[config.mk]
export PLATFORM = sky130hd
export DESIGN_NAME = operand_fetch_flat
export DESIGN_NICKNAME = d
export VERILOG_FILES = /design/src/rtl/riscv_pkg.sv /design/src/rtl/operand_fetch_if.sv /design/src/rtl/reg_file_2r1w.sv /design/src/rtl/operand_fetch.sv /design/src/flat_wrapper.sv
export SDC_FILE = /design/constraint.sdc
export NUM_CORES = 2
export LEC_CHECK = 0
export BUFFER_PORTS_ARGS = -buffer_cell sky130_fd_sc_hd__buf_2
export CAP_MARGIN = 15
export CORE_MARGIN = 2
export CORE_UTILIZATION = 55
export DETAILED_ROUTE_END_ITERATION = 10
export PLACE_DENSITY = 0.83
export SLEW_MARGIN = 10
export SYNTH_ARGS = -nofsm -noshare
export SYNTH_HDL_FRONTEND = slang
export SYNTH_SLANG_ARGS = --single-unit
[constraint.sdc]
create_clock -name clk -period 4 [get_ports clk]
set_input_delay 0.8 -clock clk [delete_from_list [all_inputs] [get_ports clk]]
set_output_delay 0.8 -clock clk [all_outputs]
set_load 0.005 [all_outputs]
[src/rtl/riscv_pkg.sv]
// Shared RV32I decode constants and the issue-register payload type for the operand-fetch stage.
package riscv_pkg;

  localparam int REG_AW = 5;
  localparam int WORD_W = 32;

  localparam logic [6:0] OPC_OP      = 7'b0110011;
  localparam logic [6:0] OPC_OP_IMM  = 7'b0010011;
  localparam logic [6:0] FUNCT7_BASE = 7'h00;
  localparam logic [6:0] FUNCT7_ALT  = 7'h20;

  typedef enum logic [1:0] {
    FMT_R   = 2'd0,
    FMT_I   = 2'd1,
    FMT_ILL = 2'd2
  } fmt_e;

  typedef struct packed {
    logic              i_en;
    logic [2:0]        funct3;
    logic [6:0]        funct7;
    logic [WORD_W-1:0] rs1;
    logic [WORD_W-1:0] rs2;
    logic [REG_AW-1:0] rd;
  } issue_t;

  // Only OP and OP-IMM are executed; R-type must carry a base or alternate funct7.
  function automatic fmt_e decode_fmt(input logic [6:0] opcode, input logic [6:0] funct7);
    fmt_e f;
    f = FMT_ILL;
    if (opcode == OPC_OP_IMM) begin
      f = FMT_I;
    end else if (opcode == OPC_OP && (funct7 == FUNCT7_BASE || funct7 == FUNCT7_ALT)) begin
      f = FMT_R;
    end
    return f;
  endfunction

endpackage

[src/rtl/operand_fetch_if.sv]
// Instruction-in, ALU-issue-out and writeback channels of the operand-fetch stage.
interface operand_fetch_if #(
  parameter int XLEN = 32
);
  import riscv_pkg::*;

  logic              in_valid;
  logic              in_ready;
  logic [31:0]       in_instr;

  logic              out_valid;
  logic              out_ready;
  logic              out_i_en;
  logic [2:0]        out_funct3;
  logic [6:0]        out_funct7;
  logic [XLEN-1:0]   out_rs1;
  logic [XLEN-1:0]   out_rs2;
  logic [REG_AW-1:0] out_rd;

  logic              wb_en;
  logic [REG_AW-1:0] wb_addr;
  logic [XLEN-1:0]   wb_data;

  logic              illegal;

  // Stage side
  modport slave (
    input  in_valid, in_instr, out_ready, wb_en, wb_addr, wb_data,
    output in_ready, out_valid, out_i_en, out_funct3, out_funct7,
           out_rs1, out_rs2, out_rd, illegal
  );

  // Fetch/ALU/writeback side
  modport master (
    output in_valid, in_instr, out_ready, wb_en, wb_addr, wb_data,
    input  in_ready, out_valid, out_i_en, out_funct3, out_funct7,
           out_rs1, out_rs2, out_rd, illegal
  );

endinterface

[src/rtl/reg_file_2r1w.sv]
// Architectural register file: two asynchronous read ports, one synchronous write port, x0 reads zero.
module reg_file_2r1w #(
  parameter int NREGS = 32,
  parameter int XLEN  = 32,
  parameter int AW    = $clog2(NREGS)
) (
  input  logic            clk,
  input  logic            rst,
  input  logic [AW-1:0]   ra1,
  output logic [XLEN-1:0] rd1,
  input  logic [AW-1:0]   ra2,
  output logic [XLEN-1:0] rd2,
  input  logic            we,
  input  logic [AW-1:0]   wa,
  input  logic [XLEN-1:0] wd
);

  logic [XLEN-1:0] mem [NREGS];

  always_ff @(posedge clk) begin
    if (rst) begin
      for (int i = 0; i < NREGS; i++) begin
        mem[i] <= '0;
      end
    end else if (we && wa != '0) begin
      mem[wa] <= wd;
    end
  end

  assign rd1 = (ra1 == '0) ? '0 : mem[ra1];
  assign rd2 = (ra2 == '0) ? '0 : mem[ra2];

endmodule

[src/rtl/operand_fetch.sv]
// RV32I OP/OP-IMM decode and operand fetch with writeback bypass, RAW/WAW scoreboard and a
// single-entry issue register feeding the ALU.
module operand_fetch
  import riscv_pkg::*;
#(
  parameter int NREGS = 32,
  parameter int XLEN  = 32
) (
  input  logic           clk,
  input  logic           rst,
  operand_fetch_if.slave bus
);

  function automatic logic signed [XLEN-1:0] sext12(input logic [11:0] imm);
    logic signed [11:0] s;
    s = $signed(imm);
    return XLEN'(s);
  endfunction

  logic [6:0]        opcode;
  logic [REG_AW-1:0] rd_idx, rs1_idx, rs2_idx;
  logic [2:0]        funct3;
  logic [6:0]        funct7;
  fmt_e              fmt;
  logic              is_r, legal;

  logic [XLEN-1:0]   rf_rd1, rf_rd2;
  logic [XLEN-1:0]   op1, op2;
  logic signed [XLEN-1:0] imm_sx;

  logic [NREGS-1:0]  pending, pending_n, clr_mask, set_mask, pend_eff;
  logic              hazard, accept, issue;

  issue_t            iss_p1;
  logic              vld_p1, ill_p1;

  always_comb begin
    opcode  = bus.in_instr[6:0];
    rd_idx  = bus.in_instr[11:7];
    funct3  = bus.in_instr[14:12];
    rs1_idx = bus.in_instr[19:15];
    rs2_idx = bus.in_instr[24:20];
    funct7  = bus.in_instr[31:25];
    fmt     = decode_fmt(opcode, funct7);
    is_r    = (fmt == FMT_R);
    legal   = (fmt != FMT_ILL);
    imm_sx  = sext12(bus.in_instr[31:20]);
  end

  reg_file_2r1w #(
    .NREGS (NREGS),
    .XLEN  (XLEN),
    .AW    (REG_AW)
  ) u_rf (
    .clk (clk),
    .rst (rst),
    .ra1 (rs1_idx),
    .rd1 (rf_rd1),
    .ra2 (rs2_idx),
    .rd2 (rf_rd2),
    .we  (bus.wb_en),
    .wa  (bus.wb_addr),
    .wd  (bus.wb_data)
  );

  // Writeback lands this cycle, so forward it instead of waiting for the regfile.
  always_comb begin
    op1 = rf_rd1;
    if (bus.wb_en && bus.wb_addr == rs1_idx && rs1_idx != '0) begin
      op1 = bus.wb_data;
    end
    op2 = rf_rd2;
    if (bus.wb_en && bus.wb_addr == rs2_idx && rs2_idx != '0) begin
      op2 = bus.wb_data;
    end
    if (!is_r) begin
      op2 = imm_sx;
    end
  end

  always_comb begin
    clr_mask = '0;
    set_mask = '0;
    if (bus.wb_en) begin
      clr_mask = NREGS'(1) << bus.wb_addr;
    end
    pend_eff = pending & ~clr_mask;
    hazard   = legal & (pend_eff[rs1_idx] | (is_r & pend_eff[rs2_idx]) | pend_eff[rd_idx]);
    bus.in_ready = (~vld_p1 | bus.out_ready) & ~hazard & ~rst;
    accept   = bus.in_valid & bus.in_ready;
    issue    = accept & legal;
    if (issue && rd_idx != '0) begin
      set_mask = NREGS'(1) << rd_idx;
    end
    // A new writer claiming the register outranks a same-cycle release.
    pending_n    = pend_eff | set_mask;
    pending_n[0] = 1'b0;
  end

  always_ff @(posedge clk) begin
    if (rst) begin
      pending <= '0;
    end else begin
      pending <= pending_n;
    end
  end

  // Stage boundary: issue register toward the ALU
  always_ff @(posedge clk) begin
    if (rst) begin
      vld_p1 <= 1'b0;
      ill_p1 <= 1'b0;
      iss_p1 <= '0;
    end else begin
      ill_p1 <= accept & ~legal;
      if (issue) begin
        vld_p1        <= 1'b1;
        iss_p1.i_en   <= ~is_r;
        iss_p1.funct3 <= funct3;
        iss_p1.funct7 <= funct7;
        iss_p1.rs1    <= op1;
        iss_p1.rs2    <= op2;
        iss_p1.rd     <= rd_idx;
      end else if (bus.out_ready) begin
        vld_p1 <= 1'b0;
      end
    end
  end

  assign bus.out_valid  = vld_p1;
  assign bus.out_i_en   = iss_p1.i_en;
  assign bus.out_funct3 = iss_p1.funct3;
  assign bus.out_funct7 = iss_p1.funct7;
  assign bus.out_rs1    = iss_p1.rs1;
  assign bus.out_rs2    = iss_p1.rs2;
  assign bus.out_rd     = iss_p1.rd;
  assign bus.illegal    = ill_p1;

endmodule

[src/flat_wrapper.sv]
// flat-port wrapper written by rule: the top's interface ports become plain ports
module operand_fetch_flat import riscv_pkg::*;
#(
  parameter int NREGS = 32,
  parameter int XLEN  = 32
)
  (clk, rst, bus_in_valid, bus_in_instr, bus_out_ready, bus_wb_en, bus_wb_addr, bus_wb_data, bus_in_ready, bus_out_valid, bus_out_i_en, bus_out_funct3, bus_out_funct7, bus_out_rs1, bus_out_rs2, bus_out_rd, bus_illegal);
  operand_fetch_if #(.XLEN(XLEN)) bus_i ();
  input  logic clk;
  input  logic rst;
  input wire logic [$bits(bus_i.in_valid)-1:0] bus_in_valid;
  input wire logic [$bits(bus_i.in_instr)-1:0] bus_in_instr;
  input wire logic [$bits(bus_i.out_ready)-1:0] bus_out_ready;
  input wire logic [$bits(bus_i.wb_en)-1:0] bus_wb_en;
  input wire logic [$bits(bus_i.wb_addr)-1:0] bus_wb_addr;
  input wire logic [$bits(bus_i.wb_data)-1:0] bus_wb_data;
  output wire logic [$bits(bus_i.in_ready)-1:0] bus_in_ready;
  output wire logic [$bits(bus_i.out_valid)-1:0] bus_out_valid;
  output wire logic [$bits(bus_i.out_i_en)-1:0] bus_out_i_en;
  output wire logic [$bits(bus_i.out_funct3)-1:0] bus_out_funct3;
  output wire logic [$bits(bus_i.out_funct7)-1:0] bus_out_funct7;
  output wire logic [$bits(bus_i.out_rs1)-1:0] bus_out_rs1;
  output wire logic [$bits(bus_i.out_rs2)-1:0] bus_out_rs2;
  output wire logic [$bits(bus_i.out_rd)-1:0] bus_out_rd;
  output wire logic [$bits(bus_i.illegal)-1:0] bus_illegal;
  assign bus_i.in_valid = bus_in_valid;
  assign bus_i.in_instr = bus_in_instr;
  assign bus_i.out_ready = bus_out_ready;
  assign bus_i.wb_en = bus_wb_en;
  assign bus_i.wb_addr = bus_wb_addr;
  assign bus_i.wb_data = bus_wb_data;
  assign bus_in_ready = bus_i.in_ready;
  assign bus_out_valid = bus_i.out_valid;
  assign bus_out_i_en = bus_i.out_i_en;
  assign bus_out_funct3 = bus_i.out_funct3;
  assign bus_out_funct7 = bus_i.out_funct7;
  assign bus_out_rs1 = bus_i.out_rs1;
  assign bus_out_rs2 = bus_i.out_rs2;
  assign bus_out_rd = bus_i.out_rd;
  assign bus_illegal = bus_i.illegal;
  operand_fetch #(.NREGS(NREGS), .XLEN(XLEN)) u_core (.clk(clk), .rst(rst), .bus(bus_i));
endmodule
==> out/metrics.cfg <==
[floorplan]
die_area_sq_um = 113000
die_w_microns = 337
fp.dieH_microns = 337
num_rows = 122
initial_core_util_pct = 55.2
core_area_sq_um = 110000
io_pins = 157

[global_route]
use_met2_pct = 55.0
grtUsageMet3_pct = 11.7
gr-usage-all-layers_pct = 36.4
antenna_found_initial = 21
busiest_layer = met2
grt_pass1_vias = 43600
grt_max_degree = 134
grt.overflow.total = 0
grt_pass1_wl_microns = 297000
grt_util_met1_pct = 46.0

[timing]
holdWs_ps = 302
rsz0062_at_grt = no
period_share_pct = 96.9
slew_violations = 0
skew_ps = 63.2
final.setup.tns_ps = 0
min_period_ps = 3870
maxSlewHeadroom_pct = 17.2
setup_slack_ps = 125
tightest_slew_ps = 1240
setup_viol = 0
hold_viol_final = 0
fmax_mhz = 258

[place]
portBuffers = 156
dp_cells = 5855
dp_hpwl_microns = 122000
pre_cts_slack_ps = 47.7
place_congestion = 0.928

[final_layout]
drive_above_1_share_pct = 24.9
mostFrequentLayoutCell = edfxtp_1
syn_to_final_growth_pct = 12.9
final_cells = 6083
layout.nets = 4560
final_core_util_pct = 62.4
final_cell_mix = 1024 x edfxtp_1, 994 x and2_1, 445 x mux4_2, 290 x mux2i_1, 215 x buf_4

[critical_path]
slowest_delay_ps = 510
end_kind = primary output
r2r_slack_ps = 810
worstPathArrival_ps = 3070
path_delay_family = buffers and inverters
reg2reg_from = u_core.pending[20]
path_cells = buf_2, buf_4, nand4b_1, buf_6, o21ai_1, buf_4, mux4_2, nand2_1, and4_1, o21a_1, nor2_1, buf_2
start_kind = primary input
ff2ff_path_depth = 10
criticalPathCategory = primary input to primary output
path_buf_inv = 5
slowest_stage = mux4_2
r2r-end = u_core.bus.out_rs2[8]
cp.required_ps = 3200
critical_path_cell_count = 12
crit_fanout = 15

[yosys]
syn_inst = 4406
synth_ff_type = edfxtp_1
ys_ff_latch = 1137
async_flop_share_pct = 0
syn_area_sq_um = 60900
synth_edf_count = 1024
seq_area_frac_synth_pct = 54.2
syn_area_per_cell_sq_um = 13.8
synth_cell_type_count = 68
ys_warn_count = 0

[power_and_ir_drop]
power.leakage_uw = 0.0241
powerDensity_nw_per_um2 = 412
ir_worst_vdd_v = 0.000408

[drt]
wl_per_cell_microns = 34.1
drt_iter0_markers = 8221
drc = 0
wirelength_microns = 207000
vias_per_cell = 7.28
num_vias = 44300
dr.pass1.iters = 9
ant_nets = 0

[min_path]
min_to = u_core.pending[31]
min_path_cells = 2
min_path_type = primary input to register
hold_start = rst

[cts]
cts_tree = built
cts.sinks = 1137
clock_path_buffers = 3
cts_root_buf = clkbuf_16
path_clk_slew_ps = 60
cts_buffers = 114
clock_latency_ps = 740
htreeDepth = 3

[run]
drv_cap = 0

[outcome]
status = finished clean

[worst max path at each step]
stage,slack [ps],from,endpoint
floorplan,-360,bus_wb_addr[4],u_core.u_rf.mem[26][0]
global placement,10,bus_wb_addr[0],bus_in_ready
detailed placement,50,bus_wb_addr[0],u_core.bus.out_rs2[26]
CTS,30,bus_wb_addr[0],bus_in_ready
global route,10,bus_wb_addr[1],bus_in_ready
finish,130,bus_wb_addr[0],bus_in_ready
[stage by stage]
step,power [uW],cell area [sq um]
2_1_floorplan,16100,61000
3_3_place_gp,17400,64900
3_5_place_dp,17500,64900
4_1_cts,28100,68600
5_1_grt,28800,68700
6_report,28300,68700
[flip-flops by register name, indices dropped and copies added (netlist names)]
name,flops
u_core.pending,31
u_core.bus.out_rd,5
u_core.bus.illegal,1
u_core.bus.out_valid,1
u_core.bus.out_rs2,32
u_core.bus.out_funct3,3
u_core.bus.out_i_en,1
u_core.u_rf.mem,1024
u_core.bus.out_funct7,7
u_core.bus.out_rs1,32
[cell usage after synthesis, drive strengths merged, types with 44 or more instances]
library cell / n / area, sq um
mux2i: 290 / 2900
a22oi: 45 / 338
dfxtp: 113 / 2260
a211oi: 117 / 878
mux4: 445 / 10000
o21ai: 79 / 395
a221oi: 141 / 1230
nand2: 63 / 236
buf: 118 / 533
nor2: 174 / 653
a21oi: 44 / 220
a31oi: 64 / 400
edfxtp: 1024 / 30700
and2: 994 / 6220
clkbuf: 368 / 1380
[metal layers]
metal | wire length (microns) | vias up
met3 | 32400 | 998
met1 | 67100 | 21700
met2 | 92900 | 4304
met4 | 14500 | 14
li1 | - | 17300
met5 | 240 | -
[cells by family (layout without fill, tap and decap cells)]
| logic type | after synthesis | after routing | synth area share [%] |
|---|---|---|---|
| flops | 1137 | 1137 | 54.2 |
| mux | 748 | 748 | 21.5 |
| other cells | 1 | 42 | 0.00616 |
| buf+inv | 495 | 643 | 3.20 |
| compound gates | 637 | 637 | 7.68 |
| xor+xnor | 9 | 9 | 0.130 |
| simple gates | 1379 | 1379 | 13.3 |
[what timing repair did]
item,in CTS,in global routing
endpoints found under the setup margin,0,1
hold buffers,0,0
resized for setup,0,18
endpoints found under the hold margin,0,0
setup buffers,0,3
[power by group]
group / total, uW / switching (uW) / internal (uW)
Sequential: 13900 / 330 / 13500
Clock: 10800 / 4730 / 6090
Combinational: 3590 / 2160 / 1430
[cell type report]
type	count	area (sq um)
timing repair buffer	419	3450
antenna	10	25.0
clock inverter	60	586
clock buffer	155	3180
inverter	9	35.0
fill	7757	41500
sequential	1137	33000
multi-input combinational	2805	26600
tap	1488	1860
Note: power is estimated with default switching activity, not from simulation.
